**src/rtl/tone_player.sv**
```systemverilog
// Timed square-wave tone generator: plays one (freq Hz, dur ms) note per start strobe
// using an accumulate-and-wrap phase counter, then pulses done.
module tone_player #(
  parameter int unsigned CLK_HZ = 48_000_000,
  parameter int unsigned FREQ_W = 10,
  parameter int unsigned DUR_W  = 10
) (
  input  logic              clk,
  input  logic              nreset,
  input  logic [FREQ_W-1:0] freq,
  input  logic [DUR_W-1:0]  dur,
  input  logic              start,
  input  logic              stop,
  output logic              tone,
  output logic              busy,
  output logic              done
);

  localparam int unsigned MS_CYCLES = CLK_HZ / 1000;
  localparam int unsigned ACC_W     = $clog2(CLK_HZ) + 1;
  localparam int unsigned MS_W      = $clog2(MS_CYCLES);
  localparam logic [ACC_W-1:0] CLK_MOD = ACC_W'(CLK_HZ);
  localparam logic [MS_W-1:0]  MS_LAST = MS_W'(MS_CYCLES - 1);

  typedef enum logic {
    S_IDLE = 1'b0,
    S_PLAY = 1'b1
  } state_t;

  state_t r_state;
  state_t w_state_nxt;

  logic [FREQ_W-1:0] r_f_q;
  logic [DUR_W-1:0]  r_dur_left;
  logic [MS_W-1:0]   r_ms_cnt;
  logic [ACC_W-1:0]  r_acc;
  logic              r_tone;
  logic              r_busy;
  logic              r_done;

  logic [FREQ_W-1:0] w_f_q_nxt;
  logic [DUR_W-1:0]  w_dur_nxt;
  logic [MS_W-1:0]   w_ms_nxt;
  logic [ACC_W-1:0]  w_acc_nxt;
  logic              w_tone_nxt;
  logic              w_busy_nxt;
  logic              w_done_nxt;

  logic [ACC_W-1:0]  w_sum;
  logic              w_wrap;
  logic              w_ms_wrap;
  logic              w_last;
  logic              w_accept;

  // Phase step is 2*f so each wrap is a half period of the output.
  assign w_sum     = r_acc + ACC_W'({r_f_q, 1'b0});
  assign w_wrap    = (w_sum >= CLK_MOD);
  assign w_ms_wrap = (r_ms_cnt == MS_LAST);
  assign w_last    = w_ms_wrap && (r_dur_left == DUR_W'(1));
  assign w_accept  = start && !stop;

  // State register
  always_ff @(posedge clk or negedge nreset) begin
    if (!nreset) begin
      r_state <= S_IDLE;
    end else begin
      r_state <= w_state_nxt;
    end
  end

  // Next-state logic
  always_comb begin
    w_state_nxt = r_state;
    unique case (r_state)
      S_IDLE: if (w_accept && (dur != '0)) w_state_nxt = S_PLAY;
      S_PLAY: if (stop || w_last)          w_state_nxt = S_IDLE;
      default: w_state_nxt = S_IDLE;
    endcase
  end

  // Datapath and output next values; stop or the final cycle force tone low
  always_comb begin
    w_f_q_nxt  = r_f_q;
    w_dur_nxt  = r_dur_left;
    w_ms_nxt   = r_ms_cnt;
    w_acc_nxt  = r_acc;
    w_tone_nxt = 1'b0;
    w_done_nxt = 1'b0;
    w_busy_nxt = (w_state_nxt == S_PLAY);
    unique case (r_state)
      S_IDLE: begin
        if (w_accept) begin
          w_f_q_nxt  = freq;
          w_dur_nxt  = dur;
          w_ms_nxt   = '0;
          w_acc_nxt  = '0;
          w_done_nxt = (dur == '0);
        end
      end
      S_PLAY: begin
        if (!stop && !w_last) begin
          w_acc_nxt  = w_wrap ? (w_sum - CLK_MOD) : w_sum;
          w_ms_nxt   = w_ms_wrap ? '0 : (r_ms_cnt + MS_W'(1));
          w_dur_nxt  = w_ms_wrap ? (r_dur_left - DUR_W'(1)) : r_dur_left;
          w_tone_nxt = r_tone ^ w_wrap;
        end else if (!stop) begin
          w_done_nxt = 1'b1;
        end
      end
      default: w_done_nxt = 1'b0;
    endcase
  end

  always_ff @(posedge clk or negedge nreset) begin
    if (!nreset) begin
      r_f_q      <= '0;
      r_dur_left <= '0;
      r_ms_cnt   <= '0;
      r_acc      <= '0;
      r_tone     <= 1'b0;
      r_busy     <= 1'b0;
      r_done     <= 1'b0;
    end else begin
      r_f_q      <= w_f_q_nxt;
      r_dur_left <= w_dur_nxt;
      r_ms_cnt   <= w_ms_nxt;
      r_acc      <= w_acc_nxt;
      r_tone     <= w_tone_nxt;
      r_busy     <= w_busy_nxt;
      r_done     <= w_done_nxt;
    end
  end

  assign tone = r_tone;
  assign busy = r_busy;
  assign done = r_done;

endmodule

```
**config.mk**
```make
export PLATFORM = sky130hd
export DESIGN_NAME = tone_player
export DESIGN_NICKNAME = d
export VERILOG_FILES = /design/src/rtl/tone_player.sv
export SDC_FILE = /design/constraint.sdc
export NUM_CORES = 1
export LEC_CHECK = 0
export BUFFER_PORTS_ARGS = -buffer_cell sky130_fd_sc_hd__buf_2
export CORE_MARGIN = 2
export CORE_UTILIZATION = 35
export DETAILED_ROUTE_END_ITERATION = 7
export SETUP_SLACK_MARGIN = 0.15
export SYNTH_ARGS = -nofsm -noshare
export SYNTH_HDL_FRONTEND = slang
export SYNTH_SLANG_ARGS = --single-unit
```
**constraint.sdc**
```tcl
create_clock -name clk -period 7.4 [get_ports clk]
set_input_delay 0.37 -clock clk [delete_from_list [all_inputs] [get_ports clk]]
set_output_delay 0.37 -clock clk [all_outputs]
set_load 0.01 [all_outputs]
```
==> impl_metrics.csv, run 1 <==
group,metric,value,unit
run_status,status,"finished, final reports clean",
clocking,numClockSinks,65,
yosys,synthCells,571,
routing,num_vias,4243,
clocking,postCtsResizedCells,0,
timing,period_minus_slack,4.85,ns
place,place_congestion,0.890,
setup_path,worstRegToRegCells,18,
timing,rsz0062_at_grt,"no",
timing,setup_viol,0,
yosys,synth-edff-count,0,
setup_path,crit_chain,"ha_1 -> a21o_1 -> a211o_1 -> o21ai_0 -> or2b_1 -> a21oi_1 -> xnor2_1 -> ha_1 -> nand3_1 -> nor3_1 -> nand4_1 -> or3_1 -> a21oi_2 -> o311ai_4 -> and2_4 -> or3_4 -> xor2_1 -> a221o_1",
routing,m1WireLength,5.62,mm
floorplan,die_w,120,um
place,io_buffers,26,
timing,final_max_slew_viol_count,0,
floorplan,initial_utilization,35.8,%
finish,mostFrequentLayoutCells,"nand2_1, dfrtp_1, o21ai_0",
global_route,grt_overflow,0,
setup_path,reg2reg_from,"r_f_q[5]$_DFFE_PN0P_",
timing,min_period_over_period,65.6,%
timing,worst_pin_slew,1.23,ns
global_route,antenna_found_initial,0,
yosys,postSynthAreaPerCell,8.26,um2
setup_path,startpoint_type,"flip-flop",
pwr,powerDensity,252,nW/um2
clocking,clockRootBuffer,"clkbuf_16",
clocking,clkTransAtPathRegs,0.06,ns
yosys,synthTopCellsByArea,"dfrtp_1, nand2_1, xnor2_1",
setup_path,startpoint,"r_f_q[5]$_DFFE_PN0P_",
finish,regArea,1630,um2
floorplan,die_h,120,um
routing,route.met2.wl,5.40,mm
floorplan,io_pins,27,
clocking,clk_latency,0.34,ns
routing,postRouteWirelength,11.7,mm
finish,nFillCells,1308,
floorplan,rows,42,
pwr,p_leak,2.20,nW
setup_path,critPathCapture,"r_acc[17]$_DFFE_PN0P_",
setup_path,crit_path_frequent_cell,"ha_1",
timing,fmax,206,MHz
clocking,htreeDepth,3,
timing,setup_tns,0,ns
timing,hold_viol_final,0,
setup_path,worstPathRequired,7.62,ns
clocking,ctsLongestPathBuffers,2,
clocking,postCtsSetupBuffers,0,
clocking,tritoncts,"built",
yosys,ys_seq_elements,65,
finish,multi_input_area,2900,um2
run,drv_cap,0,
finish,final_util,39.9,%
routing,detail-route-antenna-nets,0,
global_route,grt_pass1_vias,4067,
finish,syn2layout_area_growth,11.6,%
place,dp_hpwl,8.14,mm
finish,final_common_cell,"nand2_1",
routing,drt_iter0_drc,223,
global_route,grt_pass1_wl,19.9,mm
yosys,yosys.area.top_type,"dfrtp_1",
routing,avgViaCountPerCell,5.55,
setup_path,end_kind,"flip-flop",
setup_path,crit_buf_inv,0,
timing,slew_headroom,17.8,%
routing,topRoutingLayerUsed,"met4",
setup_path,criticalPathCategory,"reg -> reg",
setup_path,critPathTopFamily,"compound AO/OA/AOI/OAI gates",
yosys,ys_types,75,
routing,drc,0,
clocking,numCtsBuffers,9,
setup_path,cpPeakStageDelay,0.41,ns
floorplan,core_area,13200,um2
routing,wl_met3,535,um
clocking,cts-hold-fix-buffers,0,
finish,diodes,0,
global_route,grt_use_total,16.8,%
hold_path,hold_class,"in -> async",
setup_path,worst_r2r_endpoint,"r_acc[17]$_DFFE_PN0P_",
pwr,ir_drop,0.000132,V
routing,avgRoutedWirePerCell,15.3,um
yosys,yosysWarnings,0,
yosys,synth_top_area_share,34.5,%
setup_path,crit_arrival,5.07,ns
timing,finClkSkew,0.00741,ns
setup_path,path_max_fanout,7,
setup_path,crit_path_top_delay_cell,"or3_1",
yosys,post_synth_instance_area,4720,um2
global_route,grt_max_degree,66,
routing,firstDrtPassIters,5,
finish,layout.nets,623,
setup_path,rrSetupSlack,2.55,ns
yosys,syn_nets,610,
finish,drive_above_1_share,11.4,%
yosys,synthArstFlopShare,100,%
setup_path,worst-path-stages,18,
yosys,ys_seq_area_share,34.5,%
yosys,ys.flop_type,"dfrtp_1",
floorplan,die_area,14400,um2
-- power breakdown --
part / total, mW / internal [mW] / switching (mW)
Sequential: 0.483 / 0.420 / 0.0630
Combinational: 0.443 / 0.172 / 0.271
Clock: 0.403 / 0.243 / 0.160
Total: 1.33 / 0.835 / 0.494
-- metal layers --
layer,GRT usage [%],vias to the layer above
li1,-,2087
met1,22.9,2048
met2,27.5,98
met3,3.14,10
met4,4.26,0
met5,0,-
-- registers in the layout (all words and copies together) (netlist names) --
| signal | cells |
|---|---|
| r_dur_left | 10 |
| r_ms_cnt | 16 |
| r_f_q | 10 |
| tone | 1 |
| done | 1 |
| r_acc | 26 |
| busy | 1 |
-- cells in the mapped netlist, drive strengths merged (5+ instances only) --
library cell	count
nand4	7
nor2	41
or3	12
a31oi	8
nand3	36
inv	20
dfrtp	65
mux2i	7
clkbuf	23
ha	14
and3	13
xnor2	28
a21oi	32
xor2	15
buf	5
o21a	6
o211ai	7
o21ai	47
o22ai	7
nor3	15
nand2	79
-- final cells by class --
cell class              count  area share (%)
multi-input cells         458            55.1
flip-flops and latches     65            30.9
clock buffers              11            4.80
well taps                 176            4.18
repair buffers             30            3.04
inverters                  20            1.43
clock inverters             4           0.546
-- cell families (layout without fill, tap and decap cells) --
kind of cell,Yosys count,count (layout),share of synthesized area [%]
AND/OR/NAND/NOR,240,240,25.3
AO/OA/AOI/OAI,151,151,22.1
flip-flops,65,65,34.5
buffers and inverters,48,65,4.11
XOR/XNOR,43,43,7.98
adder cells (fa/ha/maj),15,15,4.14
multiplexers,9,9,1.96
-- worst min-delay path by stage --
stage	start	end	slack, ns	depth (start not counted)
floorplan	nreset	busy$_DFF_PN0_	0.07	0
global placement	r_ms_cnt[13]$_DFFE_PN0P_	r_ms_cnt[13]$_DFFE_PN0P_	0.46	1
detailed placement	r_ms_cnt[13]$_DFFE_PN0P_	r_ms_cnt[13]$_DFFE_PN0P_	0.46	1
CTS	freq[7]	r_f_q[7]$_DFFE_PN0P_	0.22	3
global route	freq[7]	r_f_q[7]$_DFFE_PN0P_	0.24	3
finish	nreset	r_dur_left[9]$_DFFE_PN0P_	0.21	2
-- through the flow --
step           area [um2]  instances  hold slack (ns)  power [mW]  setup WS (ns)
2_1_floorplan        4720        571           0.0744       0.814           2.91
3_3_place_gp         4980        749            0.463       0.918           2.71
3_5_place_dp         4980        749            0.465       0.926           2.56
4_1_cts              5270        764            0.224        1.34           2.55
5_1_grt              5270        764            0.236        1.42           2.29
6_report             5270        764            0.214        1.33           2.55
No activity file was read; power rests on OpenSTA's default activity.
==> inputs of run 2 (changes only) <==
==> constraint.sdc (replaced) <==
create_clock -name clk -period 5 [get_ports clk]
set_input_delay 0.25 -clock clk [delete_from_list [all_inputs] [get_ports clk]]
set_output_delay 0.25 -clock clk [all_outputs]
set_load 0.01 [all_outputs]
==> run 2 against run 1 <==
  * Sequential share of layout area decreased by 0.35 points
  * Combinational power increased by 53%
  * Sequential cell count did not move
  * Clock power is 44% higher
  * Worst hold slack worse by 0.14 ns
  * Via count up 1.5%
  * Sequential power grew 48%
  * Worst setup slack worse by 2.2 ns
  * Clock skew increased by 0.0013 ns
  * Global-route usage is 0.96 points higher
  * First-iteration DRC count rose by 21%
  * Wire length rose by 2.7%
  * Critical path type unchanged
  * Highest routed layer unchanged
==> impl_metrics.csv, run 2 (same netlist as run 1, synthesis figures left out) <==
group,metric,value,unit
run_status,status,"finished, final reports clean",
routing,num_vias,4308,
clocking,cts-hold-fix-buffers,0,
timing,worst_pin_slew,0.881,ns
clocking,postCtsSetupBuffers,0,
setup_path,crit_arrival,4.86,ns
floorplan,die_area,14400,um2
timing,hold_viol_final,0,
run,drv_cap,0,
floorplan,core_area,13200,um2
place,place_congestion,0.946,
setup_path,startpoint,"r_f_q[5]$_DFFE_PN0P_",
finish,mostFrequentLayoutCells,"nand2_1, dfrtp_1, o21ai_0",
global_route,grt_pass1_vias,4319,
timing,setup_tns,0,ns
floorplan,initial_utilization,35.8,%
routing,drt_iter0_drc,269,
global_route,grt_overflow,0,
routing,avgRoutedWirePerCell,15.6,um
pwr,ir_drop,0.000197,V
finish,syn2layout_area_growth,12.9,%
timing,min_period_over_period,92.5,%
clocking,ctsLongestPathBuffers,2,
finish,final_common_cell,"nand2_1",
clocking,tritoncts,"built",
timing,period_minus_slack,4.63,ns
hold_path,hold_class,"in -> async",
global_route,antenna_found_initial,0,
timing,rsz0062_at_grt,"no",
routing,postRouteWirelength,12.0,mm
clocking,clockRootBuffer,"clkbuf_16",
pwr,p_leak,2.22,nW
setup_path,path_max_fanout,7,
timing,setup_viol,0,
timing,slew_headroom,41.3,%
setup_path,worstPathRequired,5.23,ns
timing,fmax,216,MHz
floorplan,die_h,120,um
finish,top_regs,"r_acc: 26 flops, r_ms_cnt: 16 flops",
clocking,numCtsBuffers,9,
setup_path,end_kind,"flip-flop",
floorplan,rows,42,
global_route,grt_pass1_wl,20.7,mm
finish,layout.nets,629,
setup_path,startpoint_type,"flip-flop",
finish,drive_above_1_share,13.1,%
timing,final_max_slew_viol_count,0,
place,io_buffers,26,
timing,finClkSkew,0.00874,ns
routing,avgViaCountPerCell,5.59,
floorplan,die_w,120,um
clocking,clk_latency,0.34,ns
finish,largest_reg_flops,26,
global_route,grt_max_degree,66,
clocking,clkTransAtPathRegs,0.06,ns
pwr,powerDensity,371,nW/um2
routing,firstDrtPassIters,5,
finish,largest_register,"r_acc",
setup_path,reg2reg_from,"r_f_q[5]$_DFFE_PN0P_",
setup_path,criticalPathCategory,"reg -> reg",
global_route,grt_use_total,17.8,%
finish,diodes,0,
floorplan,io_pins,27,
routing,detail-route-antenna-nets,0,
place,dp_hpwl,8.37,mm
clocking,numClockSinks,65,
finish,final_util,40.4,%
routing,drc,0,
clocking,htreeDepth,3,
-- run 2: changes by cell type in the layout (fill, tap and decap cells not counted), moves of 2 or more --
cell / previous run / this run
ha_1: 14 / 12
clkbuf_8: 2 / 0
buf_4: 4 / 10
clkinv_2: 1 / 3
-- run 2: metrics by stage --
step / cell area [um2] / instances / hold WS (ns) / setup WS (ns) / power, mW
2_1_floorplan: 4720 / 571 / -0.0456 / 0.511 / 1.20
3_3_place_gp: 5030 / 755 / 0.441 / 0.315 / 1.37
3_5_place_dp: 5030 / 755 / 0.450 / 0.169 / 1.38
4_1_cts: 5300 / 771 / 0.0932 / 0.156 / 1.97
5_1_grt: 5330 / 771 / 0.115 / 0.191 / 2.11
6_report: 5330 / 771 / 0.0719 / 0.373 / 1.98
-- run 2: path summary, 6_finish.rpt --
| check | endpoint | slack [ns] | cells after the start |
|---|---|---|---|
| max | r_acc[17]$_DFFE_PN0P_ | 0.37 | 18 |
| min reg2reg | r_ms_cnt[13]$_DFFE_PN0P_ | 0.47 | 1 |
| max reg2reg | r_acc[17]$_DFFE_PN0P_ | 0.37 | 18 |
| min | r_dur_left[9]$_DFFE_PN0P_ | 0.07 | 2 |
| min in group clk | r_f_q[2]$_DFFE_PN0P_ | 0.10 | 3 |
| max in group asynchronous | r_acc[11]$_DFFE_PN0P_ | 4.31 | 2 |
-- run 2: area by class of cell --
type / count / area [um2]
fillers: 1341 / 7860
multi-input cells: 458 / 2930
flip-flops and latches: 65 / 1630
clock buffers: 9 / 225
well taps: 176 / 220
repair buffers: 36 / 205
inverters: 20 / 75.1
clock inverters: 7 / 47.5
-- run 2: worst max-delay path, stage by stage (launching register included) --
cell and delay [ns]:
dfrtp_1 0.41, ha_4 0.27, a21o_1 0.21, a211o_1 0.34, o21ai_1 0.17, or2b_1 0.28, a21oi_2 0.23, xnor2_1 0.16
ha_2 0.23, nand3_1 0.09, nor3_2 0.16, nand4_1 0.09, or3_1 0.41, a21oi_2 0.21, o311ai_4 0.18, and2_4 0.26
or3_4 0.38, xor2_1 0.15, a221o_1 0.29
-- run 2: power by group --
part,internal (mW),switching [mW]
Combinational,0.268,0.412
Clock,0.334,0.247
Sequential,0.621,0.0963
-- run 2: timing repair --
action	in CTS	in global routing
endpoints found under the setup margin	0	8
hold endpoints to repair	0	0
resized for setup	0	5
-- run 2: layer usage --
layer  track usage, %  routed length, um  vias to the layer above
met3             3.99                491                       19
met5                0                  0                        -
met4             7.50                214                        0
li1                 -                  -                     2107
met1             23.2               5770                     2092
met2             28.3               5510                       90
